--- src/rtl/fp_writeback_arbiter.sv ---
// fp_writeback_arbiter
// Write side of the FP physical register file. Merges the fixed-latency FP
// pipe (priority) and the variable-latency div/sqrt unit (buffered in a
// small circular FIFO) onto one register-file write port. It also raises the
// matching active-list completion strobe.
//
// Ports:
//   clk, rst            clock, synchronous active-high reset
//   stall               backend stall: no dequeue, no write, no cut-through
//   flush_all           drop buffered and incoming results
//   pipe_*              FP pipe result (valid, dst, data, alptr)
//   div_*               div/sqrt result with valid/ready handshake
//   wr_en/wr_dst/wr_data  registered register-file write port
//   done_valid/done_alptr registered active-list completion
//   buf_count           div FIFO occupancy
//
// Optional: define FP_WB_PERF_COUNTER_EN to add perf_div_wait_cycles and
// perf_div_cutthrough (32-bit saturating counters).
module fp_writeback_arbiter #(
  parameter int unsigned PREG_W        = 7,
  parameter int unsigned DATA_W        = 64,
  parameter int unsigned ALPTR_W       = 6,
  parameter int unsigned DIV_BUF_DEPTH = 2
) (
  input  logic                             clk,
  input  logic                             rst,
  input  logic                             stall,
  input  logic                             flush_all,
  input  logic                             pipe_valid,
  input  logic [PREG_W-1:0]                pipe_dst,
  input  logic [DATA_W-1:0]                pipe_data,
  input  logic [ALPTR_W-1:0]               pipe_alptr,
  input  logic                             div_valid,
  output logic                             div_ready,
  input  logic [PREG_W-1:0]                div_dst,
  input  logic [DATA_W-1:0]                div_data,
  input  logic [ALPTR_W-1:0]               div_alptr,
  output logic                             wr_en,
  output logic [PREG_W-1:0]                wr_dst,
  output logic [DATA_W-1:0]                wr_data,
  output logic                             done_valid,
  output logic [ALPTR_W-1:0]               done_alptr,
  output logic [$clog2(DIV_BUF_DEPTH):0]   buf_count
`ifdef FP_WB_PERF_COUNTER_EN
  ,
  output logic [31:0]                      perf_div_wait_cycles,
  output logic [31:0]                      perf_div_cutthrough
`endif
);

  localparam int unsigned PTR_W = $clog2(DIV_BUF_DEPTH);
  localparam int unsigned CNT_W = PTR_W + 1;

  typedef struct packed {
    logic [PREG_W-1:0]  dst;
    logic [DATA_W-1:0]  data;
    logic [ALPTR_W-1:0] alptr;
  } wb_entry_t;

  wb_entry_t        mem [DIV_BUF_DEPTH];
  logic [PTR_W-1:0] head;
  logic [PTR_W-1:0] tail;
  logic [CNT_W-1:0] count;

  wb_entry_t pipe_entry;
  wb_entry_t div_entry;
  wb_entry_t sel;
  logic      sel_valid;
  logic      push;
  logic      pop;
  logic      cut;
  logic      div_accept;

  assign pipe_entry = '{dst: pipe_dst, data: pipe_data, alptr: pipe_alptr};
  assign div_entry  = '{dst: div_dst,  data: div_data,  alptr: div_alptr};

  // Ready depends only on registered occupancy and the flush strobe.
  assign div_ready  = (count < CNT_W'(DIV_BUF_DEPTH)) && !flush_all;
  assign div_accept = div_valid && div_ready;
  assign buf_count  = count;

  // Source selection: pipe > FIFO head > cut-through of an incoming div result.
  always_comb begin
    sel_valid = 1'b0;
    sel       = '0;
    pop       = 1'b0;
    cut       = 1'b0;
    push      = 1'b0;
    if (!flush_all) begin
      if (!stall) begin
        if (pipe_valid) begin
          sel_valid = 1'b1;
          sel       = pipe_entry;
        end else if (count != '0) begin
          sel_valid = 1'b1;
          sel       = mem[head];
          pop       = 1'b1;
        end else if (div_valid) begin
          sel_valid = 1'b1;
          sel       = div_entry;
          cut       = 1'b1;
        end
      end
      // A cut-through result goes straight to the port, never into the FIFO.
      push = div_accept && !cut;
    end
  end

  // FIFO pointers, occupancy and registered write/completion port.
  always_ff @(posedge clk) begin
    if (rst) begin
      head       <= '0;
      tail       <= '0;
      count      <= '0;
      wr_en      <= 1'b0;
      wr_dst     <= '0;
      wr_data    <= '0;
      done_valid <= 1'b0;
      done_alptr <= '0;
    end else begin
      if (flush_all) begin
        head  <= '0;
        tail  <= '0;
        count <= '0;
      end else begin
        if (push) tail <= tail + PTR_W'(1);
        if (pop)  head <= head + PTR_W'(1);
        count <= count + CNT_W'(push) - CNT_W'(pop);
      end
      wr_en      <= sel_valid;
      done_valid <= sel_valid;
      wr_dst     <= sel.dst;
      wr_data    <= sel.data;
      done_alptr <= sel.alptr;
    end
  end

  // FIFO storage; contents are don't-care while unoccupied.
  always_ff @(posedge clk) begin
    if (push) mem[tail] <= div_entry;
  end

`ifdef FP_WB_PERF_COUNTER_EN
  // Saturating performance counters.
  always_ff @(posedge clk) begin
    if (rst) begin
      perf_div_wait_cycles <= '0;
      perf_div_cutthrough  <= '0;
    end else begin
      if ((count != '0) && !pop && (perf_div_wait_cycles != '1))
        perf_div_wait_cycles <= perf_div_wait_cycles + 32'd1;
      if (cut && (perf_div_cutthrough != '1))
        perf_div_cutthrough <= perf_div_cutthrough + 32'd1;
    end
  end
`endif

  // Upstream must hold the pipe idle while the backend is stalled.
  a_no_pipe_during_stall: assert property (
    @(posedge clk) disable iff (rst) (stall && !flush_all) |-> !pipe_valid);

endmodule

--- config.mk ---
export PLATFORM = sky130hd
export DESIGN_NAME = fp_writeback_arbiter
export DESIGN_NICKNAME = d
export VERILOG_FILES = /design/src/rtl/fp_writeback_arbiter.sv
export SDC_FILE = /design/constraint.sdc
export NUM_CORES = 1
export LEC_CHECK = 0
export CORE_UTILIZATION = 45
export DETAILED_ROUTE_END_ITERATION = 8
export PLACE_DENSITY = 0.86
export SYNTH_ARGS = -nofsm -noshare
export SYNTH_HDL_FRONTEND = slang
export SYNTH_SLANG_ARGS = --single-unit
--- constraint.sdc ---
create_clock -name clk -period 6.45 [get_ports clk]
set_input_delay 0.645 -clock clk [delete_from_list [all_inputs] [get_ports clk]]
set_output_delay 0.645 -clock clk [all_outputs]
set_load 0.05 [all_outputs]
# After elaboration in Yosys (flattened, before gate mapping)
# Memories as Yosys holds them, arrays and structs flattened. A register that Yosys moved wholly into a read port is not among the register bits.
# Index checks and enable logic that the tools add are counted.
# Widths: inputs -> output; s select.
# totals
ff_bits,82
latch_bits,0
ramBits,154
mem_bits_ro,0
in_bits,160
elab_cells,40
mem_count,1
# classes
add_sub_neg,4
mul,0
div_mod_pow,0
magnitude_cmp,1
eq_ne,0
n_shift,0
n_mux,19
bitwise_logic,0
n_reduce_logical,8
# mem_list
name,words,width,read_ports,rd_clocked_by_memory_dff,wr,line,rtl
mem,2,77,1,1,1,60,wb_entry_t mem [DIV_BUF_DEPTH];
# op_table
cell,n
$mux 77,3
$mux 1,16
$logic_and 1x1->1,3
$reduce_or 3->1,1
$add 1x1->1 const B,2
$add 2x1->2,1
$logic_not 1->1,2
$lt 2x2->1 const B,1
$reduce_bool 2->1,1
$reduce_or 2->1,1
$sub 2x1->2,1

# Logic depth before layout (Yosys ltp)
# Gate-level depths: netlist of the first run.
# depth
depth_word,10
ltp_mapped,9
mapped_depth_nobuf,8

# Worst setup path after synthesis of the first run
# No wires, ideal clock.
# synth_timing
path_type,input-to-reg
start,input port flush_all
end,memory mem[0][0] (netlist name) (enable)
setup_ns,0.513
arrival_ns,4.933
t_required_ns,5.937
path_slack_ns,1.004
stages,3
path_buffers,0
cell_sequence,nor2_1 -> o311ai_2 -> nor2_1
# synth_between
elab_chain_len,7
# synth_lines
item,line,rtl
from (decl),28,"input logic flush_all,"
$logic_not 1->1,--,
$logic_and 1x1->1,78,assign div_ready = (count < CNT_W'(DIV_BUF_DEPTH)) && !flush_all;
$logic_and 1x1->1,79,assign div_accept = div_valid && div_ready;
$logic_and 1x1->1,105,push = div_accept && !cut;
$mux 1 (*),89,if (!flush_all) begin
$mux 1 (*),140,if (push) mem[tail] <= div_entry;
$mux 1 (not written as such) (*),140,
to (decl),60,
# Every way passes the cells marked *; elsewhere a longest branch is shown, timed or not.

# Worst setup path in the final report of the first run
# layout_timing
start,input port flush_all
end,output port div_ready
# layout_between
elab_chain_len,2
# layout_lines
item,line,rtl
$logic_not 1->1,--,
$logic_and 1x1->1,78,
to (decl),34,"output logic div_ready,"
# No other way between the ends.

==> results of run 1 <==
## layout make-up
type,instances,area (um2)
repair buffers,245,2440
flip-flops and latches,237,6290
well taps,270,337.8
multi-input cells,334,2889
diodes,1,2.502
clock inverters,7,61.31
fillers,1543,7697
clock buffers,37,700.7
inverters,3,11.26
## power groups by stage
stage | clock network (mW) | registers [mW] | logic, mW
6_report | 1.32 | 1.67 | 0.363
5_1_grt | 1.41 | 1.67 | 0.386
4_1_cts | 1.35 | 1.67 | 0.365
3_5_place_dp | 0 | 1.70 | 0.364
3_3_place_gp | 0 | 1.70 | 0.358
2_1_floorplan | 0 | 1.76 | 0.140
## worst reg2reg max path, stage by stage (launching register included)
cell                       delay (ns)
sky130_fd_sc_hd__dfxtp_1         0.39
sky130_fd_sc_hd__nor2_1          0.19
sky130_fd_sc_hd__o311ai_2        0.23
sky130_fd_sc_hd__nor2_4          0.14
sky130_fd_sc_hd__buf_4           0.82
## worst paths after layout
kind                                 from              endpoint  slack (ns)
setup / recovery                flush_all             div_ready        3.60
hold / removal          head$_SDFFE_PP0P_     head$_SDFFE_PP0P_        0.50
setup reg to reg  buf_count[1]$_SDFF_PP0_  mem[1][29]$_DFFE_PP_        4.23
hold reg to reg         head$_SDFFE_PP0P_     head$_SDFFE_PP0P_        0.50
## cell families after synthesis
group                      after synthesis  synth area share (%)
xor gates and xnor gates                 1               0.09238
DFF                                    237                 66.29
buffers and inverters                   57                 3.549
adders and majority gates                2                0.2638
muxes                                   78                 9.262
and+or+nand+nor                        171                 11.04
AOI/OAI and AO/OA                       82                 9.500
## stage by stage
stage	power, mW	setup WS (ns)	std cells	util [%]
2_1_floorplan	1.897	1.004	628	-
3_3_place_gp	2.060	3.524	1089	58.58
3_5_place_dp	2.067	3.507	1089	58.58
4_1_cts	3.390	3.620	1133	62.31
5_1_grt	3.468	3.522	1134	62.32
6_report	3.356	3.601	1134	62.32
## cells in the mapped netlist, types with 2 or more instances
library cell / n / share of area, %
sky130_fd_sc_hd__buf_2: 11 / 0.58
sky130_fd_sc_hd__a21oi_1: 3 / 0.16
sky130_fd_sc_hd__mux2_2: 78 / 9.3
sky130_fd_sc_hd__nor2_1: 9 / 0.36
sky130_fd_sc_hd__nor2b_1: 77 / 5.1
sky130_fd_sc_hd__ha_1: 2 / 0.26
sky130_fd_sc_hd__a221oi_1: 47 / 4.3
sky130_fd_sc_hd__clkbuf_1: 26 / 1.0
sky130_fd_sc_hd__dfxtp_1: 83 / 18
sky130_fd_sc_hd__buf_6: 13 / 1.5
sky130_fd_sc_hd__buf_4: 3 / 0.24
sky130_fd_sc_hd__inv_1: 3 / 0.12
sky130_fd_sc_hd__nor3_2: 18 / 1.9
sky130_fd_sc_hd__nor3_1: 60 / 3.2
sky130_fd_sc_hd__edfxtp_1: 154 / 49
sky130_fd_sc_hd__a221oi_2: 30 / 4.7
## registers in the layout, summed over array words and instances (netlist names), named ones only
| signal | count |
|---|---|
| done_valid | 1 |
| buf_count | 2 |
| done_alptr | 6 |
| mem | 154 |
| tail | 1 |
| head | 1 |
| wr_dst | 7 |
| wr_data | 64 |
## per-layer routing
metal | GRT usage, % | up-vias | part of all wire (%)
met1 | 24.39 | 2995 | 41
li1 | - | 2870 | -
met4 | 5.155 | 2 | 2.0
met2 | 32.85 | 249 | 49
met3 | 4.193 | 35 | 7.2
met5 | 0 | - | 0.062
==> impl_results.rst, run 1 <==
.. list-table::
   :header-rows: 1

   * - Metric
     - Value
   * - Commonest cells after routing, fill and taps aside
     - 240 x sky130_fd_sc_hd__clkdlybuf4s50_1, 154 x sky130_fd_sc_hd__edfxtp_1, 82 x sky130_fd_sc_hd__dfxtp_1
   * - Cell family with the largest share of critical-path delay
     - buffers and inverters
   * - Global-route wire length before repair
     - 32,960 um
   * - Run status
     - finished, final reports clean
   * - Max frequency
     - 0.3510 GHz
   * - Synth warnings
     - 0
   * - Clock transition at the registers of the reported paths
     - 0.06 ns
   * - Synth async-reset ratio
     - 0%
   * - Top FF cell, synth
     - sky130_fd_sc_hd__edfxtp_1
   * - Type of the setup path with the least slack
     - in2out
   * - Sink count of the clock tree
     - 237
   * - Post-DP Area
     - 11,970 um2
   * - #FFs+latches synth
     - 237
   * - Largest fanout on the critical path
     - 4
   * - Final setup fails
     - 0
   * - Net load switching power
     - 0.7368 mW
   * - Sum of overflow across all layers after global routing
     - 0
   * - Root buffer selected by CTS
     - sky130_fd_sc_hd__clkbuf_16
   * - Largest incremental delay on the critical path
     - 0.90 ns
   * - Buffer count from post-CTS setup fixing
     - 0
   * - Total wire length
     - 20,960 um
   * - Leak Pwr
     - 4.211 nW
   * - Number of buffers between clock root and the deepest sink
     - 3
   * - Cell depth of the worst flop-to-flop path
     - 4
   * - RSZ-0062 raised after global routing
     - no
   * - Final worst-path cycle share
     - 44.17%
   * - Peak supply drop
     - 0.1705 mV
   * - Critical Path End Type
     - output pin
   * - Final layout net count
     - 1,007
   * - TritonCTS clock tree
     - yes
   * - Switching power as a share of total power
     - 21.95%
   * - Fraction of power consumed by combinational cells
     - 10.8%
   * - Clock tree skew after final layout
     - 0.02139 ns
   * - Vias in the first global route
     - 6,283
   * - Power density relative to cell area
     - 263.6 nW/um2
   * - Number of enable-type register cells in the synthesized netlist
     - 154
   * - Largest net degree at the start of global routing
     - 91
   * - # port buffers
     - 241
   * - Share of post-route cells with drive strength above 1
     - 19.93%
   * - Number of hold-repair buffers added at the cts stage
     - 0
   * - Crit path max-delay cell type
     - sky130_fd_sc_hd__clkdlybuf4s50_1
   * - Post-route cell area
     - 12,730 um2
   * - Critical path depth
     - 3
   * - Post-Synthesis Cell Area
     - 9483 um2
   * - Critical path arrival
     - 2.20 ns
   * - Share of synthesized area occupied by flip-flops and latches
     - 66.29%
   * - Cell count after synthesis
     - 628
   * - Instance count along the most critical hold path
     - 2
   * - Cells resized by post-CTS repair
     - 0
   * - Die extent in x
     - 147.2 um
   * - Cell-internal power
     - 2.619 mW
   * - Per-cell routed wire length
     - 18.49 um
   * - Row Count
     - 52
   * - Class of the tightest hold or removal check
     - reg2reg
   * - TritonCTS buffer count
     - 24
   * - Detail Placement HPWL
     - 12,500 um
   * - Critical path launch point type
     - primary input
   * - Overall fraction of global-route tracks in use
     - 19.14%
   * - Power share of the clock group
     - 39.4%
   * - Count of distinct cell types in the synthesized netlist
     - 27
   * - Signed area change from the synthesized netlist to the final layout
     - 34.27%
   * - Vias per inst
     - 5.424
   * - 1st-pass router iterations
     - 5
   * - Starting density of the core
     - 46.42%
   * - Total Die Area
     - 21,660 um2
   * - Final-layout setup total negative slack
     - 0 ns
   * - Initial DRC Count
     - 326
   * - Worst skew pair latency
     - 0.51 ns
   * - Slew HR
     - 18.68%
   * - Top Ports
     - 242
   * - Required time worst endpoint
     - 5.80 ns
   * - Number of nets produced by synthesis
     - 790
   * - Final Hold Slack
     - 0.5034 ns
   * - Antenna violations before repair
     - 2
   * - Total count of max-transition violations in the final report
     - 0
   * - Cell chain of the critical path
     - clkdlybuf4s50_1 -> nor2_1 -> clkdlybuf4s50_1
   * - Core Area
     - 20,430 um2
   * - Final period demand of the worst path
     - 2.849 ns
   * - Share of power burned in registers
     - 49.8%
   * - Buffering stage count on the worst path with inverters included
     - 2
   * - Number of design rule violations left after detail routing
     - 0
   * - Most used cell along the critical path
     - sky130_fd_sc_hd__clkdlybuf4s50_1
   * - Final Hold Vio Count
     - 0
   * - Avg Inst Size Synth
     - 15.10 um2
   * - Commonest non-fill, non-tap cell in the layout
     - sky130_fd_sc_hd__clkdlybuf4s50_1
   * - Total number of H-tree levels
     - 1
   * - Vertical die dimension
     - 147.2 um
   * - Worst-margin pin slew
     - 1.220 ns
   * - Routability-driven placement congestion ratio
     - 0.7623
   * - Max cap viols
     - 0
   * - Post-DRT Antenna Nets
     - 0
   * - Total via count after detailed routing
     - 6,151
Power figures use the tool's default switching activity.
==> inputs of run 2 (changes only) <==
--- a/config.mk
+++ b/config.mk
@@ -5,9 +5,9 @@
 export SDC_FILE = /design/constraint.sdc
 export NUM_CORES = 1
 export LEC_CHECK = 0
-export CORE_UTILIZATION = 45
+export CORE_UTILIZATION = 44
 export DETAILED_ROUTE_END_ITERATION = 8
-export PLACE_DENSITY = 0.86
+export PLACE_DENSITY = 0.88
 export SYNTH_ARGS = -nofsm -noshare
 export SYNTH_HDL_FRONTEND = slang
 export SYNTH_SLANG_ARGS = --single-unit
==> constraint.sdc (replaced) <==
create_clock -name clk -period 2.5 [get_ports clk]
set_input_delay 0.25 -clock clk [delete_from_list [all_inputs] [get_ports clk]]
set_output_delay 0.25 -clock clk [all_outputs]
set_load 0.05 [all_outputs]
==> run 2 against run 1 <==
Effect of this change:
- cell count is 1.3% higher
- hold slack worse by 0.20 ns
- power grew to 2.7 times the previous value
- clock power grew to 2.9 times the previous value
- sequential share of layout area is 1.1 points lower
- utilization is 0.47 points lower
- final area is 2.4% higher
- via count is 0.24% higher
- die area is 2.2% higher
- non-clock buffer count is 10 higher
- critical path type is now reg2out
- highest routed layer is now met4
==> impl_results.rst, run 2 (synthesis gave the netlist of run 1 again) <==
.. list-table::
   :header-rows: 1

   * - Metric
     - Value
   * - Startpoint of the lowest-slack hold path
     - pipe_valid
   * - Core Area
     - 21,090 um2 (+3.2%)
   * - Global-route wire length before repair
     - 33,460 um (+1.5%)
   * - Critical path launch point type
     - flip-flop
   * - Clock tree skew after final layout
     - 0.01097 ns (-0.01042 ns)
   * - Total number of H-tree levels
     - 1 (unchanged)
   * - Total wire length
     - 21,150 um (+0.90%)
   * - Number of buffers between clock root and the deepest sink
     - 3 (unchanged)
   * - Class of the tightest hold or removal check
     - in2reg
   * - Final layout net count
     - 1,018 (+1.1%)
   * - Largest incremental delay on the critical path
     - 0.88 ns (-0.02 ns)
   * - Cell depth of the worst flop-to-flop path
     - 8 (+4)
   * - Ant diodes
     - 0 (-1)
   * - Leak Pwr
     - 4.341 nW (+3.1%)
   * - Crit path max-delay cell type
     - sky130_fd_sc_hd__clkdlybuf4s50_1
   * - RSZ-0062 raised after global routing
     - no
   * - Max frequency
     - 0.4629 GHz
   * - Cell chain of the critical path
     - clkdlybuf4s50_1
   * - Run status
     - finished, final reports clean
   * - Cells resized by post-CTS repair
     - 0 (unchanged)
   * - Critical path depth
     - 1 (-2)
   * - Power density relative to cell area
     - 701.6 nW/um2 (+170%)
   * - Row Count
     - 53 (+1.9%)
   * - TritonCTS clock tree
     - yes
   * - Worst-margin pin slew
     - 1.003 ns (-0.2167 ns)
   * - Final Hold Vio Count
     - 0 (unchanged)
   * - Required time worst endpoint
     - 2.25 ns (-3.55 ns)
   * - Per-cell routed wire length
     - 18.41 um (-0.42%)
   * - Launching instance or port of the critical path
     - buf_count[0]$_SDFF_PP0_
   * - Initial DRC Count
     - 240 (-26%)
   * - Total via count after detailed routing
     - 6,166 (+0.24%)
   * - Max cap viols
     - 0 (unchanged)
   * - Vias in the first global route
     - 6,523 (+3.8%)
   * - Vias per inst
     - 5.366 (-1.1%)
   * - Sum of overflow across all layers after global routing
     - 0 (unchanged)
   * - Number of hold-repair buffers added at the cts stage
     - 0 (unchanged)
   * - Top Ports
     - 242 (unchanged)
   * - Final Hold Slack
     - 0.2995 ns (-0.2039 ns)
   * - Post-DRT Antenna Nets
     - 0 (unchanged)
   * - Largest net degree at the start of global routing
     - 79 (-13%)
   * - # port buffers
     - 241 (unchanged)
   * - Cell family with the largest share of critical-path delay
     - buffers and inverters
   * - Starting density of the core
     - 44.97% (-1.4 points)
   * - Final period demand of the worst path
     - 2.160 ns
   * - Flip-flop count of the largest register after layout
     - 154 (unchanged)
   * - Peak supply drop
     - 0.5193 mV (+200%)
   * - Clock transition at the registers of the reported paths
     - 0.06 ns (about the same)
   * - Fraction of power consumed by combinational cells
     - 10.6% (-0.2 points)
   * - Critical Path End Type
     - output pin
   * - Switching power as a share of total power
     - 22.24% (+0.29 points)
   * - Buffering stage count on the worst path with inverters included
     - 1 (-1)
   * - Total Die Area
     - 22,140 um2 (+2.2%)
   * - Vertical die dimension
     - 148.8 um (+1.1%)
   * - Total count of max-transition violations in the final report
     - 0 (unchanged)
   * - Setup slack, reg-to-reg
     - 0.47 ns (-3.76 ns)
   * - Destination of the critical timing path
     - buf_count[0]
   * - Registers with the most flip-flops
     - mem (154), wr_data (64), wr_dst (7)
   * - Total power
     - 9.150 mW (+170%)
   * - 1st-pass router iterations
     - 4 (-1)
   * - Reg-to-Reg Start
     - buf_count[0]$_SDFF_PP0_
   * - Routability-driven placement congestion ratio
     - 0.7649 (+0.34%)
   * - Share of post-route cells with drive strength above 1
     - 22.08% (+2.2 points)
   * - Buffer count from post-CTS setup fixing
     - 0 (unchanged)
   * - Top register by number of flip-flops
     - mem
   * - Final worst-path cycle share
     - 86.41%
   * - TritonCTS buffer count
     - 25 (+4.2%)
   * - Slew HR
     - 33.13% (+14 points)
   * - Type of the setup path with the least slack
     - reg2out
   * - Worst skew pair latency
     - 0.51 ns (about the same)
   * - Largest fanout on the critical path
     - 6 (+2)
   * - Share of power burned in registers
     - 47.0% (-2.8 points)
   * - Commonest non-fill, non-tap cell in the layout
     - sky130_fd_sc_hd__clkdlybuf4s50_1
   * - Die extent in x
     - 148.8 um (+1.1%)
   * - Sink count of the clock tree
     - 237 (unchanged)
   * - Cell-internal power
     - 7.115 mW (+170%)
   * - Antenna violations before repair
     - 0 (-2)
   * - Critical path arrival
     - 1.91 ns (-0.29 ns)
   * - Power share of the clock group
     - 42.4% (+3.0 points)
   * - Final setup fails
     - 0 (unchanged)
   * - Detail Placement HPWL
     - 13,310 um (+6.5%)
   * - Number of design rule violations left after detail routing
     - 0 (unchanged)
   * - Reg-to-reg critical path endpoint
     - buf_count[1]$_SDFF_PP0_
   * - Net load switching power
     - 2.035 mW (+180%)
   * - Root buffer selected by CTS
     - sky130_fd_sc_hd__clkbuf_16
   * - Signed area change from the synthesized netlist to the final layout
     - 37.54%
   * - Commonest cells after routing, fill and taps aside
     - 240 x sky130_fd_sc_hd__clkdlybuf4s50_1, 154 x sky130_fd_sc_hd__edfxtp_1, 81 x sky130_fd_sc_hd__dfxtp_1
   * - Overall fraction of global-route tracks in use
     - 18.98% (-0.16 points)
==> run 2: area by class of cell <==
class	count	area, um2
Clock buffer	27	633.1
Multi-Input combinational cell	334	2907
Fill cell	1560	8045
Tap cell	275	344.1
Sequential cell	237	6294
Inverter	3	11.26
Timing Repair Buffer	255	2615
Clock inverter	18	239.0
==> run 2: metrics by stage <==
step	worst slack (ns)	utilization, %	instances	cell area [um2]	TNS, ns
floorplan	-0.08602	-	628	9519	-11.49
global placement	0.3446	57.71	1104	12170	0
detailed placement	0.2350	57.71	1104	12170	0
CTS	0.3173	61.85	1149	13040	0
global route	0.2805	61.85	1149	13040	0
finish	0.3398	61.85	1149	13040	0
==> run 2: how the worst min path moves through the flow <==
| stage | slack, ns | depth (start not counted) | end |
|---|---|---|---|
| 3_5_place_dp | 0.49 | 2 | flip-flop |
| 6_report | 0.30 | 3 | tail$_SDFFE_PP0P_ |
| 5_1_grt | 0.29 | 3 | tail$_SDFFE_PP0P_ |
| 2_1_floorplan | 0.35 | 0 | mem[0][0]$_DFFE_PP_ |
| 4_1_cts | 0.28 | 3 | tail$_SDFFE_PP0P_ |
| 3_3_place_gp | 0.47 | 2 | head$_SDFFE_PP0P_ |
==> run 2: power groups by stage <==
stage                     Sequential [mW]  Clock, mW  Combinational [mW]
after floorplan                      4.53          0               0.365
final                                4.30       3.88               0.966
after CTS                            4.31       3.96               0.974
after global routing                 4.31       4.11                1.03
after global placement               4.38          0               0.952
after detailed placement             4.39          0               0.967
==> run 2: metal layers <==
metal	vias up	wire length (um)	global-route usage, %
li1	2878	-	-
met1	3026	8723	23.65
met2	229	10510	32.94
met3	33	1555	4.557
met4	0	361	5.000
met5	-	0	0
==> run 2: worst reg2reg max path: cells and delay by family, from the launching register on <==
| kind | cells | cell delay (ns) |
|---|---|---|
| DFF | 1 | 0.52 |
| xor gates and xnor gates | 1 | 0.20 |
| adders and majority gates | 2 | 0.48 |
| buffers and inverters | 1 | 0.06 |
| and+or+nand+nor | 4 | 0.65 |
==> inputs of run 3 (changes only) <==
--- a/config.mk
+++ b/config.mk
@@ -5,6 +5,7 @@
 export SDC_FILE = /design/constraint.sdc
 export NUM_CORES = 1
 export LEC_CHECK = 0
+export CAP_MARGIN = 10
 export CORE_UTILIZATION = 44
 export DETAILED_ROUTE_END_ITERATION = 8
 export PLACE_DENSITY = 0.88
==> results of run 3 <==
Same layout as run 2: the final DEF is identical, and so are final timing and power.
